$ cat config.mk
export PLATFORM = sky130hd
export DESIGN_NAME = fp_mul_pipe_flat
export DESIGN_NICKNAME = d
export VERILOG_FILES = /design/src/rtl/fp_mul_pipe_if.sv /design/src/rtl/fp_mul_pipe.sv /design/src/flat_wrapper.sv
export SDC_FILE = /design/constraint.sdc
export NUM_CORES = 2
export LEC_CHECK = 0
export ABC_AREA = 1
export CAP_MARGIN = 20
export CELL_PAD_IN_SITES_DETAIL_PLACEMENT = 1
export CELL_PAD_IN_SITES_GLOBAL_PLACEMENT = 1
export CORE_MARGIN = 5
export CORE_UTILIZATION = 49
export CTS_CLUSTER_DIAMETER = 200
export DETAILED_ROUTE_END_ITERATION = 8
export GPL_TIMING_DRIVEN = 1
export PLACE_DENSITY = 0.84
export RECOVER_POWER = 25
export SLEW_MARGIN = 20
export SYNTH_ARGS = -nofsm -noshare
export SYNTH_HDL_FRONTEND = slang
export SYNTH_SLANG_ARGS = --single-unit
$ cat constraint.sdc
create_clock -name clk -period 14.4 [get_ports clk]
set_input_delay 2.88 -clock clk [delete_from_list [all_inputs] [get_ports clk]]
set_output_delay 2.88 -clock clk [all_outputs]
set_load 0.005 [all_outputs]
$ cat src/rtl/fp_mul_pipe_if.sv
// fp_mul_pipe_if: valid/ready operand and result bus for fp_mul_pipe
interface fp_mul_pipe_if #(
  parameter int EXP_W = 8,
  parameter int MAN_W = 23
);
  localparam int W = EXP_W + MAN_W + 1;
  logic         in_valid;
  logic         in_ready;
  logic [W-1:0] fp_X;
  logic [W-1:0] fp_Y;
  logic [2:0]   r_mode;
  logic         out_valid;
  logic         out_ready;
  logic [W-1:0] fp_Z;
  logic         ovrf;
  logic         udrf;
  modport master (
    output in_valid, fp_X, fp_Y, r_mode, out_ready,
    input  in_ready, out_valid, fp_Z, ovrf, udrf
  );
  modport slave (
    input  in_valid, fp_X, fp_Y, r_mode, out_ready,
    output in_ready, out_valid, fp_Z, ovrf, udrf
  );
endinterface

$ cat src/rtl/fp_mul_pipe.sv
// fp_mul_pipe: parametrised pipelined floating-point multiplier with valid/ready stall
module fp_mul_pipe #(
  parameter int EXP_W = 8,
  parameter int MAN_W = 23
) (
  input logic        clk,
  input logic        rst,
  fp_mul_pipe_if.slave bus
);
  localparam int W  = EXP_W + MAN_W + 1;
  localparam int EW = EXP_W + 2;
  localparam int PW = 2 * MAN_W + 2;
  localparam logic [EXP_W-1:0] EMAX  = '1;
  localparam logic [EXP_W-1:0] EMAXF = EMAX - 1'b1;
  localparam logic signed [EW-1:0] BIAS = EW'((1 << (EXP_W - 1)) - 1);
  localparam logic signed [EW-1:0] EOVF = EW'((1 << EXP_W) - 1);
  localparam logic [1:0] K_NUM = 2'd0, K_NAN = 2'd1, K_INF = 2'd2, K_ZERO = 2'd3;

  logic w_adv;
  assign w_adv = !bus.out_valid || bus.out_ready;

  logic         r_v0;
  logic [W-1:0] r_x0, r_y0;
  logic [2:0]   r_m0;

  logic               w_sx, w_sy;
  logic [EXP_W-1:0]   w_ex, w_ey;
  logic [MAN_W-1:0]   w_fx, w_fy;
  logic               w_nx, w_ny, w_ix, w_iy, w_zx, w_zy;
  logic [1:0]         w_kind;
  logic signed [EW-1:0] w_esum;
  logic [PW-1:0]      w_prod;
  assign {w_sx, w_ex, w_fx} = r_x0;
  assign {w_sy, w_ey, w_fy} = r_y0;
  assign w_nx = (w_ex == EMAX) && (w_fx != '0);
  assign w_ny = (w_ey == EMAX) && (w_fy != '0);
  assign w_ix = (w_ex == EMAX) && (w_fx == '0);
  assign w_iy = (w_ey == EMAX) && (w_fy == '0);
  assign w_zx = w_ex == '0;
  assign w_zy = w_ey == '0;
  assign w_kind = (w_nx || w_ny || (w_ix && w_zy) || (w_iy && w_zx)) ? K_NAN
                : (w_ix || w_iy) ? K_INF
                : (w_zx || w_zy) ? K_ZERO : K_NUM;
  assign w_esum = EW'(w_ex) + EW'(w_ey) - BIAS;
  assign w_prod = PW'({1'b1, w_fx}) * PW'({1'b1, w_fy});

  logic                 r_v1, r_s1;
  logic [1:0]           r_k1;
  logic signed [EW-1:0] r_e1;
  logic [PW-1:0]        r_p1;
  logic [2:0]           r_m1;

  // product is in [1,4); shift so the leading one sits at PW-1 and drop it
  logic                 w_hi;
  logic [PW-2:0]        w_norm;
  logic signed [EW-1:0] w_e2;
  assign w_hi   = r_p1[PW-1];
  assign w_norm = w_hi ? r_p1[PW-2:0] : {r_p1[PW-3:0], 1'b0};
  assign w_e2   = r_e1 + EW'(w_hi);

  logic                 r_v2, r_s2, r_g2, r_r2, r_t2;
  logic [1:0]           r_k2;
  logic signed [EW-1:0] r_e2;
  logic [MAN_W-1:0]     r_f2;
  logic [2:0]           r_m2;

  logic                 w_rne, w_rmm, w_rdn, w_rup, w_any, w_inc, w_ov, w_un, w_toinf;
  logic [MAN_W:0]       w_fr;
  logic signed [EW-1:0] w_ef;
  logic [W-1:0]         w_z;
  assign w_rne   = (r_m2 == 3'd0) || (r_m2 > 3'd4);
  assign w_rmm   = r_m2 == 3'd4;
  assign w_rdn   = r_m2 == 3'd2;
  assign w_rup   = r_m2 == 3'd3;
  assign w_any   = r_g2 || r_r2 || r_t2;
  assign w_inc   = w_rne ? (r_g2 && (r_r2 || r_t2 || r_f2[0]))
                 : w_rmm ? r_g2
                 : w_rdn ? (r_s2 && w_any)
                 : w_rup ? (!r_s2 && w_any) : 1'b0;
  assign w_fr    = {1'b0, r_f2} + (MAN_W + 1)'(w_inc);
  assign w_ef    = r_e2 + EW'(w_fr[MAN_W]);
  assign w_ov    = w_ef >= EOVF;
  assign w_un    = w_ef[EW-1] || (w_ef == '0);
  assign w_toinf = w_rne || w_rmm || (w_rdn && r_s2) || (w_rup && !r_s2);
  assign w_z = (r_k2 == K_NAN) ? {1'b0, EMAX, 1'b1, {(MAN_W - 1){1'b0}}}
             : (r_k2 == K_INF) ? {r_s2, EMAX, {MAN_W{1'b0}}}
             : ((r_k2 == K_ZERO) || w_un) ? {r_s2, {(W - 1){1'b0}}}
             : w_ov ? (w_toinf ? {r_s2, EMAX, {MAN_W{1'b0}}} : {r_s2, EMAXF, {MAN_W{1'b1}}})
             : {r_s2, w_ef[EXP_W-1:0], w_fr[MAN_W-1:0]};

  logic         r_v3, r_ov, r_ud;
  logic [W-1:0] r_z;

  always_ff @(posedge clk) begin
    if (rst) begin
      r_v0 <= 1'b0;
      r_v1 <= 1'b0;
      r_v2 <= 1'b0;
      r_v3 <= 1'b0;
      r_z  <= '0;
      r_ov <= 1'b0;
      r_ud <= 1'b0;
    end else if (w_adv) begin
      r_v0 <= bus.in_valid;
      r_x0 <= bus.fp_X;
      r_y0 <= bus.fp_Y;
      r_m0 <= bus.r_mode;
      r_v1 <= r_v0;
      r_s1 <= w_sx ^ w_sy;
      r_k1 <= w_kind;
      r_e1 <= w_esum;
      r_p1 <= w_prod;
      r_m1 <= r_m0;
      r_v2 <= r_v1;
      r_s2 <= r_s1;
      r_k2 <= r_k1;
      r_e2 <= w_e2;
      r_f2 <= w_norm[PW-2 -: MAN_W];
      r_g2 <= w_norm[MAN_W];
      r_r2 <= w_norm[MAN_W-1];
      r_t2 <= |w_norm[MAN_W-2:0];
      r_m2 <= r_m1;
      r_v3 <= r_v2;
      if (r_v2) begin
        r_z  <= w_z;
        r_ov <= (r_k2 == K_NUM) && w_ov;
        r_ud <= (r_k2 == K_NUM) && w_un;
      end
    end
  end

  assign bus.in_ready  = w_adv;
  assign bus.out_valid = r_v3;
  assign bus.fp_Z      = r_z;
  assign bus.ovrf      = r_ov;
  assign bus.udrf      = r_ud;
endmodule

$ cat src/flat_wrapper.sv
// flat-port wrapper written by rule: the top's interface ports become plain ports
module fp_mul_pipe_flat 
#(
  parameter int EXP_W = 8,
  parameter int MAN_W = 23
)
  (clk, rst, bus_in_valid, bus_fp_X, bus_fp_Y, bus_r_mode, bus_out_ready, bus_in_ready, bus_out_valid, bus_fp_Z, bus_ovrf, bus_udrf);
  fp_mul_pipe_if #(.EXP_W(EXP_W), .MAN_W(MAN_W)) bus_i ();
  input logic clk;
  input logic rst;
  input wire logic [$bits(bus_i.in_valid)-1:0] bus_in_valid;
  input wire logic [$bits(bus_i.fp_X)-1:0] bus_fp_X;
  input wire logic [$bits(bus_i.fp_Y)-1:0] bus_fp_Y;
  input wire logic [$bits(bus_i.r_mode)-1:0] bus_r_mode;
  input wire logic [$bits(bus_i.out_ready)-1:0] bus_out_ready;
  output wire logic [$bits(bus_i.in_ready)-1:0] bus_in_ready;
  output wire logic [$bits(bus_i.out_valid)-1:0] bus_out_valid;
  output wire logic [$bits(bus_i.fp_Z)-1:0] bus_fp_Z;
  output wire logic [$bits(bus_i.ovrf)-1:0] bus_ovrf;
  output wire logic [$bits(bus_i.udrf)-1:0] bus_udrf;
  assign bus_i.in_valid = bus_in_valid;
  assign bus_i.fp_X = bus_fp_X;
  assign bus_i.fp_Y = bus_fp_Y;
  assign bus_i.r_mode = bus_r_mode;
  assign bus_i.out_ready = bus_out_ready;
  assign bus_in_ready = bus_i.in_ready;
  assign bus_out_valid = bus_i.out_valid;
  assign bus_fp_Z = bus_i.fp_Z;
  assign bus_ovrf = bus_i.ovrf;
  assign bus_udrf = bus_i.udrf;
  fp_mul_pipe #(.EXP_W(EXP_W), .MAN_W(MAN_W)) u_core (.clk(clk), .rst(rst), .bus(bus_i));
endmodule
==> flow_summary_export.csv <==
group,metric,value,unit
cts,clkSinkCount,211,
routing,detail_route.drc_violations,0,
finish,seq_area,5960,um2
routing,post_drt_via_cell_ratio,5.25,
synthesis,synthArstFlopShare,0,%
cts,cts_max_level,1,
timing,final.setup_skew,0.0234,ns
finish,post_route_non_filler_standard_cell_count,4310,
timing,finalWorstPathRequiredPeriod,7.29,ns
global_route,global_route_wire_length_before_repair,138,mm
critical_path,setup.worst_path.start_class,"input pin",
floorplan,die_w,253,um
critical_path,timing.rr.start,"u_core.r_y0[1]",
finish,ant_diodes,0,
run_status,failed_checks,"capacitance limit, slew limit",
routing,route.antenna.remaining_nets,0,
global_route,grt_pass1_vias,26000,
global_route,grt_max_degree,70,
finish,syn2layout_area_growth,9.98,%
critical_path,ff2ff_setup_slack,7.30,ns
floorplan,floorplan.die_area,63800,um2
routing,via_count,22600,
cts,cts_buffer_depth,3,
placed_design,place_inst,4256,
cts,cts_resized,0,
global_route,grt_antenna_before_repair,0,
critical_path,worstPathRequired,11.52,ns
critical_path,cp_data_arrival_time,4.41,ns
placed_design,place.gp.congestion,0.988,
cts,clock_tree_from_tritoncts,"built",
floorplan,core,58700,um2
routing,initialDrtViolationCount,1443,
critical_path,timing_worst_setup_path_type,"input pin to output port",
cts,post_cts_setup_repair_buffer_count,0,
run_status,status,"finished with violations",
timing,final_min_period_over_clock_period,50.6,%
job,max_cap_violations,1,
finish,final_util,54.1,%
finish,drive_above_1_share,3.48,%
synthesis,syn-cell-area,28900,um2
cts,cts-buffers-inserted,28,
floorplan,starting_density_of_the_core,49.2,%
critical_path,type_of_element_capturing_the_critical_path,"output port",
timing,finalSetupViolCount,0,
synthesis,yosysWarningCount,0,
routing,dr.pass1.iters,5,
cts,clock_latency,0.60,ns
synthesis,synthesis.instances,3453,
timing,grt_setup_unrepaired,"false",
floorplan,pin_count,107,
critical_path,crit_start,"bus_out_ready",
cts,clkSlewWorstSetupHoldPaths,0.06,ns
timing,slew-limit-headroom,-27.9,%
finish,nets,4259,
finish,layout_commonest_cell,"sky130_fd_sc_hd__inv_1",
critical_path,worst-r2r-cell-count,23,
critical_path,critical_path.reg2reg.endpoint,"u_core.r_p1[39]",
synthesis,number_of_enable_flip_flop_cells_after_synthesis,173,
finish,area_of_the_multi_input_gates,18600,um2
floorplan,floorplan.rows,89,
critical_path,critical_path.max_fanout,7,
floorplan,fp.dieH,253,um
routing,wire_per_inst,19.8,um
critical_path,setup.worst_path.end,"bus_in_ready",
synthesis,ys_dominant_reg_cell,"sky130_fd_sc_hd__edfxtp_1",
synthesis,distinct_cell_type_count_after_synthesis,46,
global_route,global_route_congestion_overflow_total,0,
timing,final_hold_viol_count,0,
timing,setup-tns-final,0,ns
synthesis,syn-mean-instance-area,8.36,um2
synthesis,synthesis.nets,4197,
cts,root_buffer,"sky130_fd_sc_hd__clkbuf_16",
finish,layout.cells.most_common_list,"sky130_fd_sc_hd__inv_1, sky130_fd_sc_hd__nand2_1, sky130_fd_sc_hd__fa_1",
global_route,grt_util_overall,27.2,%
routing,postRouteWirelength,85.5,mm
synthesis,portion_of_the_post_synthesis_area_used_by_sequential_elements,20.6,%
timing,count_of_pins_over_their_slew_limit,52,
finish,fillCellCount,7027,
placed_design,port_buffers,106,
timing,worstMarginPinSlew,1.92,ns
min_path,hold_path.class,"flop to flop",
cts,ctsHoldBuffers,0,
timing,achievable_freq,0.137,GHz
placed_design,place.detailed.hpwl,67.1,mm
synthesis,synth_seq_cells,211,
==> logic make-up after synthesis <==
kind of cell | synth area share, %
buffers and inverters | 14.8
AND/OR/NAND/NOR | 16.1
XOR/XNOR | 2.40
AO/OA/AOI/OAI | 4.35
adder cells (fa/ha/maj) | 41.8
flip-flops | 20.6
multiplexers | 0.0390
==> worst max-delay path, cell delays in order <==
cell and delay (ns):
sky130_fd_sc_hd__clkdlybuf4s50_1 0.40, sky130_fd_sc_hd__nor2_1 0.45, sky130_fd_sc_hd__inv_1 0.19, sky130_fd_sc_hd__clkdlybuf4s50_1 0.49
==> cell type report <==
class,instances,area share (%)
clock buffers,40,2.65
repair buffers,153,4.53
clock inverters,12,0.410
inverters,1001,11.8
flip-flops and latches,211,18.8
multi-input cells,2120,58.8
well taps,773,3.05
==> synth_stat cells (14+ instances only) <==
library cell,number,share of area [%]
sky130_fd_sc_hd__nand2_1,825,11
sky130_fd_sc_hd__nor4_1,16,0.35
sky130_fd_sc_hd__o21ai_0,72,1.2
sky130_fd_sc_hd__fa_1,483,34
sky130_fd_sc_hd__xnor2_1,21,0.64
sky130_fd_sc_hd__a21oi_1,115,2.0
sky130_fd_sc_hd__ha_1,190,8.2
sky130_fd_sc_hd__nand4_1,50,1.1
sky130_fd_sc_hd__clkbuf_1,111,1.4
sky130_fd_sc_hd__inv_1,997,13
sky130_fd_sc_hd__edfxtp_1,173,18
sky130_fd_sc_hd__nor2_1,147,1.9
sky130_fd_sc_hd__nor3_1,21,0.36
sky130_fd_sc_hd__a31oi_1,14,0.30
sky130_fd_sc_hd__nand3_1,51,0.88
sky130_fd_sc_hd__xor2_1,58,1.8
sky130_fd_sc_hd__dfxtp_1,38,2.6
==> worst min path at each step <==
| stage | from | endpoint | slack (ns) | depth (start not counted) |
|---|---|---|---|---|
| after floorplan | u_core.r_k1[0] | u_core.r_k2[0] | 0.40 | 0 |
| after CTS | u_core.r_m0[0] | u_core.r_m1[0] | 0.43 | 0 |
| after global placement | u_core.r_m0[1] | u_core.r_m1[1] | 0.40 | 0 |
| final | u_core.r_m0[0] | u_core.r_m1[0] | 0.43 | 0 |
| after detailed placement | u_core.r_m0[0] | u_core.r_m1[0] | 0.42 | 0 |
| after global routing | u_core.r_m1[1] | u_core.r_m2[1] | 0.43 | 0 |
==> routing by layer <==
layer  global-route usage [%]  wire, um  up-vias
li1                         -         -    10300
met1                     34.3     33900    11500
met2                     49.3     43900      680
met3                     2.91      4580      210
met4                     8.64      3060        0
met5                        0         0        -
==> per-stage QoR <==
stage / setup slack (ns) / area, um2 / hold slack [ns]
after floorplan: 3.21 / 28900 / 0.400
after global placement: 7.18 / 30700 / 0.403
after detailed placement: 7.13 / 30700 / 0.422
after CTS: 7.12 / 31700 / 0.426
after global routing: 6.93 / 31700 / 0.428
final: 7.11 / 31700 / 0.425
==> sequential cells by signal, indices dropped and copies added (netlist names), 2 cells and up <==
register / count
u_core.bus.fp_Z: 32
u_core.r_e1: 10
u_core.r_e2: 10
u_core.r_f2: 23
u_core.r_k1: 2
u_core.r_k2: 2
u_core.r_m0: 3
u_core.r_m1: 3
u_core.r_m2: 3
u_core.r_p1: 48
u_core.r_x0: 32
u_core.r_y0: 32
Power is left out: the tool's default activity adds up to more than one toggle a clock period on the data nets, which glitch-free logic cannot reach.
